## src/rtl/nibble_serial_accumulator.sv

```systemverilog
// Sums a window of KERNEL_SIZE 8-bit pixels one nibble per cycle through an external 4-bit adder.
// Optional saturation and overflow flag is enabled by defining NIBBLE_ACC_SAT_EN.
module nibble_serial_accumulator #(
  parameter int KERNEL_SIZE = 9,
  parameter int ACC_W       = 12
) (
  input  logic             clk,
  input  logic             rst,
  input  logic             pix_valid,
  input  logic [7:0]       pix_data,
  output logic             pix_ready,
  output logic [3:0]       add_a,
  output logic [3:0]       add_b,
  output logic             add_c0,
  input  logic [3:0]       add_s,
  input  logic             add_c4,
  output logic [ACC_W-1:0] sum,
  output logic             sum_valid,
  input  logic             sum_ready
`ifdef NIBBLE_ACC_SAT_EN
  ,
  output logic             sum_ovf
`endif
);

  localparam int NIB = ACC_W / 4;
  localparam int NCW = $clog2(NIB);
  localparam int PCW = (KERNEL_SIZE > 1) ? $clog2(KERNEL_SIZE) : 1;
  localparam logic [NCW-1:0] NIB_LAST = NCW'(NIB - 1);
  localparam logic [PCW-1:0] PIX_LAST = PCW'(KERNEL_SIZE - 1);

  typedef enum logic [1:0] {
    IDLE,
    ADD,
    DONE
  } state_t;

  state_t           state;
  state_t           state_next;
  logic [ACC_W-1:0] acc;
  logic [ACC_W-1:0] operand;
  logic             carry;
  logic [NCW-1:0]   nib_cnt;
  logic [PCW-1:0]   pix_cnt;
  logic             last_nib;
  logic             last_pix;

`ifdef NIBBLE_ACC_SAT_EN
  logic ovf_flag;
`endif

  assign last_nib = (nib_cnt == NIB_LAST);
  assign last_pix = (pix_cnt == PIX_LAST);

  always_ff @(posedge clk) begin
    if (rst) begin
      state <= IDLE;
    end else begin
      state <= state_next;
    end
  end

  // Adder ports depend only on registered state, never on add_s/add_c4.
  always_comb begin
    state_next = state;
    pix_ready  = 1'b0;
    sum_valid  = 1'b0;
    sum        = '0;
    add_a      = 4'h0;
    add_b      = 4'h0;
    add_c0     = 1'b0;
`ifdef NIBBLE_ACC_SAT_EN
    sum_ovf    = 1'b0;
`endif
    case (state)
      IDLE: begin
        pix_ready = 1'b1;
        if (pix_valid) begin
          state_next = ADD;
        end
      end
      ADD: begin
        add_a  = acc[3:0];
        add_b  = operand[3:0];
        add_c0 = (nib_cnt == '0) ? 1'b0 : carry;
        if (last_nib) begin
          state_next = last_pix ? DONE : IDLE;
        end
      end
      DONE: begin
        sum_valid = 1'b1;
`ifdef NIBBLE_ACC_SAT_EN
        sum     = ovf_flag ? '1 : acc;
        sum_ovf = ovf_flag;
`else
        sum     = acc;
`endif
        if (sum_ready) begin
          state_next = IDLE;
        end
      end
      default: begin
        state_next = IDLE;
      end
    endcase
  end

  // The accumulator rotates right one nibble per ADD cycle, so it is realigned after NIB cycles.
  always_ff @(posedge clk) begin
    if (rst) begin
      acc     <= '0;
      operand <= '0;
      carry   <= 1'b0;
      nib_cnt <= '0;
      pix_cnt <= '0;
    end else begin
      case (state)
        IDLE: begin
          if (pix_valid) begin
            operand <= ACC_W'(pix_data);
            carry   <= 1'b0;
            nib_cnt <= '0;
          end
        end
        ADD: begin
          acc     <= {add_s, acc[ACC_W-1:4]};
          operand <= operand >> 4;
          carry   <= add_c4;
          nib_cnt <= last_nib ? '0 : nib_cnt + NCW'(1);
          if (last_nib) begin
            pix_cnt <= last_pix ? '0 : pix_cnt + PCW'(1);
          end
        end
        DONE: begin
          if (sum_ready) begin
            acc <= '0;
          end
        end
        default: begin
        end
      endcase
    end
  end

`ifdef NIBBLE_ACC_SAT_EN
  always_ff @(posedge clk) begin
    if (rst) begin
      ovf_flag <= 1'b0;
    end else if (state == DONE && sum_ready) begin
      ovf_flag <= 1'b0;
    end else if (state == ADD && last_nib && add_c4) begin
      ovf_flag <= 1'b1;
    end
  end
`endif

endmodule

```

## config.mk

```make
export PLATFORM = sky130hd
export DESIGN_NAME = nibble_serial_accumulator
export DESIGN_NICKNAME = d
export VERILOG_FILES = /design/src/rtl/nibble_serial_accumulator.sv
export SDC_FILE = /design/constraint.sdc
export NUM_CORES = 1
export LEC_CHECK = 0
export CAP_MARGIN = 10
export CORE_MARGIN = 4
export CORE_UTILIZATION = 45
export CTS_BUF_LIST = sky130_fd_sc_hd__clkbuf_8 sky130_fd_sc_hd__clkbuf_16
export DETAILED_ROUTE_END_ITERATION = 8
export PLACE_DENSITY = 0.76
export RECOVER_POWER = 100
export SLEW_MARGIN = 15
export SYNTH_ARGS = -nofsm -noshare
export SYNTH_HDL_FRONTEND = slang
export SYNTH_SLANG_ARGS = --single-unit
```

## constraint.sdc

```tcl
create_clock -name clk -period 1.4 [get_ports clk]
set_input_delay 0.14 -clock clk [delete_from_list [all_inputs] [get_ports clk]]
set_output_delay 0.14 -clock clk [all_outputs]
set_load 0.05 [all_outputs]
```

==> results.md, run 1 <==
* Commonest non-fill, non-tap cell in the layout: nor2_1
* Post-synthesis cell type count at 33
* Maxcap violations at 0
* Tcrit/Tclk final at 102.6%
* Routed Antenna Nets at 0
* Nets@finish at 251
* Mapped Avg Cell Area at 7.820 sq um
* Largest family of logic cells by synthesized area: simple AND/OR/NAND/NOR gates
* Max stage delay on crit path at 0.37 ns
* Hold WC Path Type: input pin to flip-flop
* Root Buffer: clkbuf_8
* Initial Util at 47.13%
* RSZ-0062 raised after global routing: yes
* Inserted Clock Buffers at 5
* Initial antenna violation count at 0
* Final worst setup slack at -0.03688 ns
* Total wire length at 4.099 mm
* Post-placement cell count at 267
* TritonCTS clock tree: done
* Slew Viols, Final at 0
* Fillcell total at 226
* CP max stage cell: dfxtp_4
* DRT met1 WL at 1.653 mm
* Worst-path fanout max at 7
* Cell Pwr Density at 832.3 nW/um^2
* Vias in the first global route at 1,511
* CP Launch Type: flip-flop
* Critical path depth at 4
* Die height at 64.55 microns
* Top FF cell, synth: dfxtp_1
* Hold buffer count at CTS at 0
* Post-synth EDFFs at 0
* Post-DP HPWL at 2.970 mm
* First-pass GRT wire length at 6.748 mm
* Setup TNS at -0.3664 ns
* Total GRT Usage at 21.09%
* Post-synthesis compound-gate area fraction at 18.00%
* Seq cells post-synth at 29
* CP delay by family, top: flip-flops
* Hold Worst Slack at 0.4654 ns
* Drt pass-1 iters at 5
* Final hold vios at 0
* Slew headroom at 77.08%
* Via density at 5.486
* Number of port buffers at 39
* CP endpoint kind: primary output
* Synth warn at 0
* Synth Area in XOR/XNOR at 0%
* Adder-Cell Fraction of Synth Area at 1.739%
* Synth Area in Simple Gates at 33.48%
* Antenna Cells at 0
* Die area at 4166 sq um
* Least-Margin Pin Slew at 0.3436 ns
* Rows at 20
* Gr ovfl total at 0
* Layout cells sized above 1 at 29.74%
* Outcome: complete, but fails checks
* Final setup viols at 21
* Top Layer Used: met4
* Min cycle time layout at 1.437 ns
* Initial drt markers at 49
* Arrival @ worst endpoint at 1.30 ns
* Most frequent cells in the layout: 38 x nor2_1, 26 x dfxtp_1, 23 x buf_12, 16 x a21oi_1, 16 x clkdlybuf4s50_1
* Routed met3 length at 217 microns
* Syn nets at 203
* Clock transition at path regs at 0.06 ns
* H-tree levels at 2
* Peak Freq at 696.0 MHz
* Worst-Skew Late Latency at 0.28 ns
* Worst path bufs/invs at 2
* Die width at 64.55 microns
* Post-Syn Area at 1439 sq um
* Asr flop ratio synth at 0%
* Final setup skew at 0.003204 ns
* Fin cells at 276
* Setup CP Type: flip-flop to primary output
* Area growth syn-to-layout at 62.78%
* Met2 WL post-DR at 2.137 mm
* Worst VDD drop at 0.0007512 V
* Mapped Cells at 184
* Clock sink count at 29
* Mean routed wirelength per cell at 14.85 microns
* Register-to-Register Path Depth at 4
* Ports at 40
* RePlAce Congestion at 0.7773
* Hold Path Stages at 3
* Cells along the critical path: nor2b_2 -> buf_6 -> and2_1 -> buf_12
* Largest net degree at the start of global routing at 30
* Failing checks: setup timing
* Register area share after synthesis at 40.35%
* Core Region at 3053 sq um
* Crit path required time at 1.26 ns
* Clock tree buffer depth at 2
* Lkg Pwr at 0.9386 nW
* Vias at 1,514
* Multiplexer share of the synthesized area at 0%
* Residual DRC at 0
[report_power, final]
part,internal (mW),switching (mW)
clock network,0.381,0.288
registers,0.874,0.0447
logic,0.177,0.185
[synthesized netlist by cell type, types with 2 or more instances]
master | instances | area share (%)
nand3_1 | 3 | 1.0
inv_1 | 8 | 2.1
dfxtp_1 | 29 | 40
clkbuf_1 | 6 | 1.6
nand2_1 | 5 | 1.3
nor4_1 | 11 | 4.8
and2_1 | 20 | 8.7
nand2b_1 | 3 | 1.3
or3_1 | 2 | 0.87
ha_1 | 2 | 1.7
a22oi_1 | 6 | 3.1
nor2_1 | 40 | 10
nor3b_1 | 2 | 1.0
buf_2 | 5 | 1.7
a211oi_1 | 4 | 2.1
a22o_1 | 4 | 2.4
a21oi_1 | 16 | 5.6
nor3_1 | 3 | 1.0
[cells by family (layout without fill, tap and decap cells)]
logic type	Yosys count	in the layout
AOI/OAI and AO/OA	38	38
adders and majority gates	2	2
buffers and inverters	22	70
DFF	29	29
and+or+nand+nor	93	93
[flip-flops by register name, summed over array words and instances (netlist names)]
name and cells:
pix_cnt 4, acc 12, nib_cnt 2, carry 1, state 2, operand 8
[metal layers]
layer,GRT usage (%),vias to the layer above
li1,-,730
met1,21.46,713
met2,40.08,60
met3,4.853,11
met4,10.03,0
met5,0,-
[through the flow]
step	total power [mW]	utilization [%]	area, sq um	setup WS, ns
after global placement	1.263	71.80	2192	0.09810
after CTS	1.952	76.56	2337	-0.03366
final	1.950	76.72	2342	-0.03688
after detailed placement	1.282	71.80	2192	-0.01498
after floorplan	1.125	-	1484	-0.02755
after global routing	2.031	76.72	2342	-0.07867
[layout make-up]
cell class	count	area, sq um	area share [%]
Clock buffer	6	82.58	3.526
Timing Repair Buffer	54	748.2	31.94
Tap cell	44	55.05	2.350
Inverter	9	36.28	1.549
Multi-Input combinational cell	133	827.0	35.31
Sequential cell	29	589.3	25.16
Clock inverter	1	3.754	0.1603
[path summary, 6_finish.rpt]
check	to	slack, ns	start
setup reg to reg	pix_cnt[3]	0.14	state[0]
hold / removal	acc[9]	0.47	add_s[1]
hold reg to reg	carry	0.50	carry
setup / recovery	add_a[1]	-0.04	state[0]
[worst register-to-register path, cell delays in order (launching register included)]
cell	delay, ns
dfxtp_4	0.37
buf_4	0.13
nand4bb_1	0.15
or3_1	0.38
a31oi_1	0.16
[timing repair]
item,in CTS,in global routing
buffers inserted,2,0
endpoints found under the setup margin,22,33
gates resized for setup,16,4
pin swaps,1,1
Power figures use the tool's default switching activity.
==> run 2: changes to the inputs <==
- CTS_CLUSTER_SIZE: unset -> 16
- GPL_TIMING_DRIVEN: unset -> 0
==> results.md, run 2 (synthesized netlist as in run 1, its figures left out) <==
* Rows at 20 (unchanged)
* Worst-Skew Late Latency at 0.28 ns (about the same)
* Die width at 64.55 microns (unchanged)
* Post-DP HPWL at 2.709 mm (-8.8%)
* Final worst setup slack at -0.1166 ns (-0.07967 ns)
* Fillcell total at 243 (+7.5%)
* Slew headroom at 66.09% (-11 points)
* Core Util, Final at 75.49% (-1.2 points)
* Arrival @ worst endpoint at 1.38 ns (+0.08 ns)
* Tcrit/Tclk final at 108.3% (+5.7 points)
* Slew Viols, Final at 0 (unchanged)
* Layout cells sized above 1 at 33.75% (+4.0 points)
* Hold Path Stages at 3 (unchanged)
* Setup CP Type: flip-flop to primary output
* Register-to-Register Path Depth at 5 (+1)
* Vias in the first global route at 1,443 (-4.5%)
* Cell Pwr Density at 842.2 nW/um^2 (+1.2%)
* Total GRT Usage at 21.30% (+0.21 points)
* Multi-input gate area at 880.8 sq um (+6.5%)
* Via density at 5.500 (+0.26%)
* Die height at 64.55 microns (unchanged)
* Inserted Clock Buffers at 5 (unchanged)
* Initial Util at 47.13% (unchanged)
* Most frequent cells in the layout: 38 x nor2_1, 26 x dfxtp_1, 21 x buf_8, 18 x and2_4, 16 x a21oi_1
* Clock tree buffer depth at 2 (unchanged)
* RePlAce Congestion at 0.8314 (+7.0%)
* Die area at 4166 sq um (unchanged)
* CP Launch Type: flip-flop
* Max stage delay on crit path at 0.34 ns (-0.03 ns)
* Clock transition at path regs at 0.06 ns (about the same)
* Final setup viols at 23 (+9.5%)
* Number of port buffers at 37 (-5.1%)
* Critical Path Most Common Cell: buf_6
* Outcome: complete, but fails checks
* TritonCTS clock tree: done
* Hold buffer count at CTS at 0 (unchanged)
* Largest register FFs at 12 (unchanged)
* FF+latch area at 584.3 sq um (-0.85%)
* First-pass GRT wire length at 6.872 mm (+1.8%)
* Worst VDD drop at 0.0005864 V (-22%)
* Least-Margin Pin Slew at 0.5087 ns (+0.1652 ns)
* Worst-path fanout max at 5 (-2)
* Clock sink count at 29 (unchanged)
* Largest regs: acc x12, operand x8, pix_cnt x4
* Antenna Cells at 0 (unchanged)
* Vias at 1,562 (+3.2%)
* Drt pass-1 iters at 5 (unchanged)
* Nets@finish at 258 (+2.8%)
* Peak Freq at 659.4 MHz (-5.3%)
* Ports at 40 (unchanged)
* Largest net degree at the start of global routing at 14 (-53%)
* Area growth syn-to-layout at 60.17%
* CP endpoint kind: primary output
* Root Buffer: clkbuf_8
* Initial drt markers at 66 (+35%)
* H-tree levels at 2 (unchanged)
* CP delay by family, top: buffers and inverters
* Reg with most FFs: acc
* Failing checks: setup timing
* Final setup skew at 0.006755 ns (+0.003551 ns)
* Commonest non-fill, non-tap cell in the layout: nor2_1
* Critical path depth at 6 (+2)
* Final hold vios at 0 (unchanged)
* Crit path required time at 1.26 ns (about the same)
* Total wire length at 4.428 mm (+8.0%)
* Hold WC Path Type: input pin to flip-flop
* Min cycle time layout at 1.517 ns (+0.07967 ns)
* CP max stage cell: dfxtp_2
* Hold Worst Slack at 0.3243 ns (-0.1411 ns)
* Worst path bufs/invs at 4 (+2)
* Core Region at 3053 sq um (unchanged)
* Lkg Pwr at 0.9599 nW (+2.3%)
* Residual DRC at 0 (unchanged)
* RSZ-0062 raised after global routing: yes
* Maxcap violations at 0 (unchanged)
* Cells along the critical path: buf_6 -> clkinv_8 -> nor2_4 -> buf_6 -> and2_4 -> buf_8
* Gr ovfl total at 0 (unchanged)
* Routed Antenna Nets at 0 (unchanged)
* Initial antenna violation count at 0 (unchanged)
* Mean routed wirelength per cell at 15.59 microns (+5.0%)
[run 2: cell count changes in the layout (fill, tap and decap cells not counted), sizes merged]
| cell | change |
|---|---|
| inv | +1 |
| clkbuf | +4 |
| clkdlybuf4s50 | -2 |
| buf | +4 |
| clkinv | +1 |
[run 2: per-stage QoR]
step	power (mW)	area, sq um	setup WS (ns)	std cells	TNS, ns
2_1_floorplan	1.125	1484	-0.02755	184	-0.2773
3_3_place_gp	1.224	1909	-0.8134	265	-17.03
3_5_place_dp	1.235	1909	-0.8396	265	-17.93
4_1_cts	1.913	2243	-0.09216	282	-1.382
5_1_grt	2.014	2305	-0.1622	284	-3.726
6_report	1.941	2305	-0.1166	284	-2.023
[run 2: per-layer routing]
layer	wire length (microns)	vias to the layer above	GRT usage [%]
li1	-	745	-
met1	1740	726	25.08
met2	2256	75	36.21
met3	284	16	5.026
met4	147	0	10.29
met5	0	-	0
[run 2: cell type report]
| cell class | count | share of cell area (%) |
|---|---|---|
| inverters | 9 | 2.009 |
| well taps | 44 | 2.389 |
| multi-input cells | 133 | 38.22 |
| flip-flops and latches | 29 | 25.35 |
| repair buffers | 49 | 24.54 |
| clock inverters | 3 | 0.4886 |
| clock buffers | 5 | 2.986 |
| plain buffers | 12 | 4.017 |
[run 2: power breakdown]
group,switching [mW],internal (mW),leakage [nW]
combinational,0.201,0.186,0.668
clock,0.301,0.330,0.0519
sequential,0.0466,0.877,0.239
[run 2: repair_timing]
| item | 4_1_cts | 5_1_grt |
|---|---|---|
| pin swaps | 5 | 6 |
| resized for setup | 207 | 21 |
| buffers inserted | 8 | 2 |
| cloned | 2 | 0 |
| endpoints found under the setup margin | 33 | 43 |
[run 2: final timing paths]
check	startpoint	endpoint	slack, ns
setup / recovery	state[1]	sum[8]	-0.12
hold / removal	pix_valid	state[1]	0.32
setup reg to reg	state[1]	acc[5]	-0.10
hold reg to reg	carry	carry	0.50
[run 2: worst min-delay path, stage by stage]
cell	delay, ns
clkbuf_1	0.17
nor3_1	0.18
nor3_1	0.07
==> run 3: changes to the inputs <==
- CORE_MARGIN: 4 -> unset
==> results.md, run 3 (synthesized netlist as in run 1, its figures left out) <==
* Final worst setup slack at -0.1208 ns (-0.004202 ns)
* Gr ovfl total at 0 (unchanged)
* CP max stage cell: dfxtp_2
* Post-place instance area at 1909 sq um (unchanged)
* Rows at 20 (unchanged)
* RePlAce Congestion at 0.8026 (-3.5%)
* Commonest non-fill, non-tap cell in the layout: nor2_1
* Total wire length at 4.057 mm (-8.4%)
* Failing checks: setup timing
* Outcome: complete, but fails checks
* Nets@finish at 256 (-0.78%)
* Total GRT Usage at 25.33% (+4.0 points)
* Die area at 3428 sq um (-18%)
* Die height at 58.55 microns (-9.3%)
* Pre-CTS setup slack at -0.8374 ns (+0.002221 ns)
* Final hold vios at 0 (unchanged)
* Critical Path Most Common Cell: buf_6
* Clock tree buffer depth at 2 (unchanged)
* Mean routed wirelength per cell at 14.44 microns (-7.4%)
* Vias at 1,513 (-3.1%)
* Largest net degree at the start of global routing at 14 (unchanged)
* Max stage delay on crit path at 0.33 ns (about the same)
* RSZ-0062 raised after global routing: yes
* Slew Viols, Final at 0 (unchanged)
* Cells along the critical path: buf_6 -> clkinv_8 -> nor2_4 -> buf_4 -> and2_1 -> buf_6
* Post-DP HPWL at 2.515 mm (-7.2%)
* Slew headroom at 67.20% (+1.1 points)
* Ports at 40 (unchanged)
* Lkg Pwr at 0.9523 nW (-0.79%)
* Most frequent cells in the layout: 38 x nor2_1, 27 x dfxtp_1, 22 x buf_8, 18 x and2_4, 16 x a21oi_1
* Worst-Skew Late Latency at 0.28 ns (about the same)
* Residual DRC at 0 (unchanged)
* Arrival @ worst endpoint at 1.38 ns (about the same)
* Cell Pwr Density at 854.3 nW/um^2 (+1.4%)
* H-tree levels at 2 (unchanged)
* Tcrit/Tclk final at 108.6% (+0.30 points)
* Number of port buffers at 37 (unchanged)
* First-pass GRT wire length at 6.375 mm (-7.2%)
* Peak Freq at 657.6 MHz (-0.28%)
* Setup CP Type: flip-flop to primary output
* Antenna Cells at 0 (unchanged)
* Final setup viols at 21 (-8.7%)
* Largest regs: acc x12, operand x8, pix_cnt x4
* Initial Util at 47.13% (unchanged)
* Hold buffer count at CTS at 0 (unchanged)
* Hold Worst Slack at 0.3124 ns (-0.01182 ns)
* CP endpoint kind: primary output
* Final setup skew at 0.006384 ns (-0.0003710 ns)
* Vias in the first global route at 1,365 (-5.4%)
* Area growth syn-to-layout at 60.96%
* Min cycle time layout at 1.521 ns (+0.004202 ns)
* Inserted Clock Buffers at 5 (unchanged)
* Worst-path fanout max at 4 (-1)
* Maxcap violations at 0 (unchanged)
* Least-Margin Pin Slew at 0.4920 ns (-0.01666 ns)
* Die width at 58.55 microns (-9.3%)
* Root Buffer: clkbuf_8
* Clock transition at path regs at 0.06 ns (about the same)
* Total power at 1.978 mW (+1.9%)
* Worst VDD drop at 0.0008060 V (+37%)
* Routed Antenna Nets at 0 (unchanged)
* Reg with most FFs: acc
* Hold WC Path Type: input pin to flip-flop
* Core Region at 3053 sq um (unchanged)
* Largest register FFs at 12 (unchanged)
* Initial drt markers at 68 (+3.0%)
* CP Launch Type: flip-flop
* Drt pass-1 iters at 4 (-1)
* Setup TNS at -1.964 ns (+0.05858 ns)
* Crit path required time at 1.26 ns (about the same)
* Initial antenna violation count at 0 (unchanged)
* Clock sink count at 29 (unchanged)
* Finished Cell Area at 2316 sq um (+0.49%)
* Layout cells sized above 1 at 34.60% (+0.85 points)
* TritonCTS clock tree: done
* Via density at 5.384 (-2.1%)
## run 3: cell count changes in the layout (fill, tap and decap cells not counted), moves of 2 or more
cell      previous run  this run
buf_4               11         9
clkbuf_2             3         1
dfxtp_2              3         1
inv_1               11         9
## run 3: final timing paths
check                start          to  slack [ns]  cells past startpoint
setup / recovery  state[1]     sum[11]       -0.12                      6
setup reg to reg  state[1]  pix_cnt[3]       -0.02                      4
hold / removal         rst  operand[2]        0.31                      2
hold reg to reg      carry       carry        0.50                      2
## run 3: repair_timing
action                     4_1_cts  5_1_grt
setup endpoints to repair       33       42
gates cloned                     2        0
resized for setup              206       20
pin swaps                        5        3
setup buffers                    7        2
## run 3: metal layers
layer  GRT usage (%)  vias to the layer above  part of all wire, %
met4           10.20                        0                  2.5
met3           5.495                        9                  6.2
met5               0                        -                    0
met1           30.84                      695                   40
met2           43.51                       72                   51
li1                -                      737                    -
## run 3: critical path: cells and delay by family, from the launching register on
kind / cells / cell delay (ns)
buffers and inverters: 4 / 0.49
flip-flops: 1 / 0.33
AND/OR/NAND/NOR: 2 / 0.27
## run 3: where the power goes
part	internal (mW)	leakage, nW	switching, mW	total [mW]
Clock	0.382	0.0485	0.301	0.682
Combinational	0.183	0.664	0.192	0.375
Sequential	0.876	0.239	0.0460	0.922
Total	1.44	0.952	0.539	1.98
## run 3: cell type report
class | instances | area, sq um
multi-input cells | 133 | 883.3
fillers | 229 | 737.0
flip-flops and latches | 29 | 585.6
repair buffers | 48 | 568.0
plain buffers | 11 | 91.34
clock buffers | 6 | 82.58
well taps | 44 | 55.05
inverters | 9 | 46.29
clock inverters | 1 | 3.754
## run 3: through the flow
stage | instances | util (%)
global placement | 265 | 62.54
CTS | 280 | 73.36
detailed placement | 265 | 62.54
global route | 281 | 75.86
floorplan | 184 | -
finish | 281 | 75.86
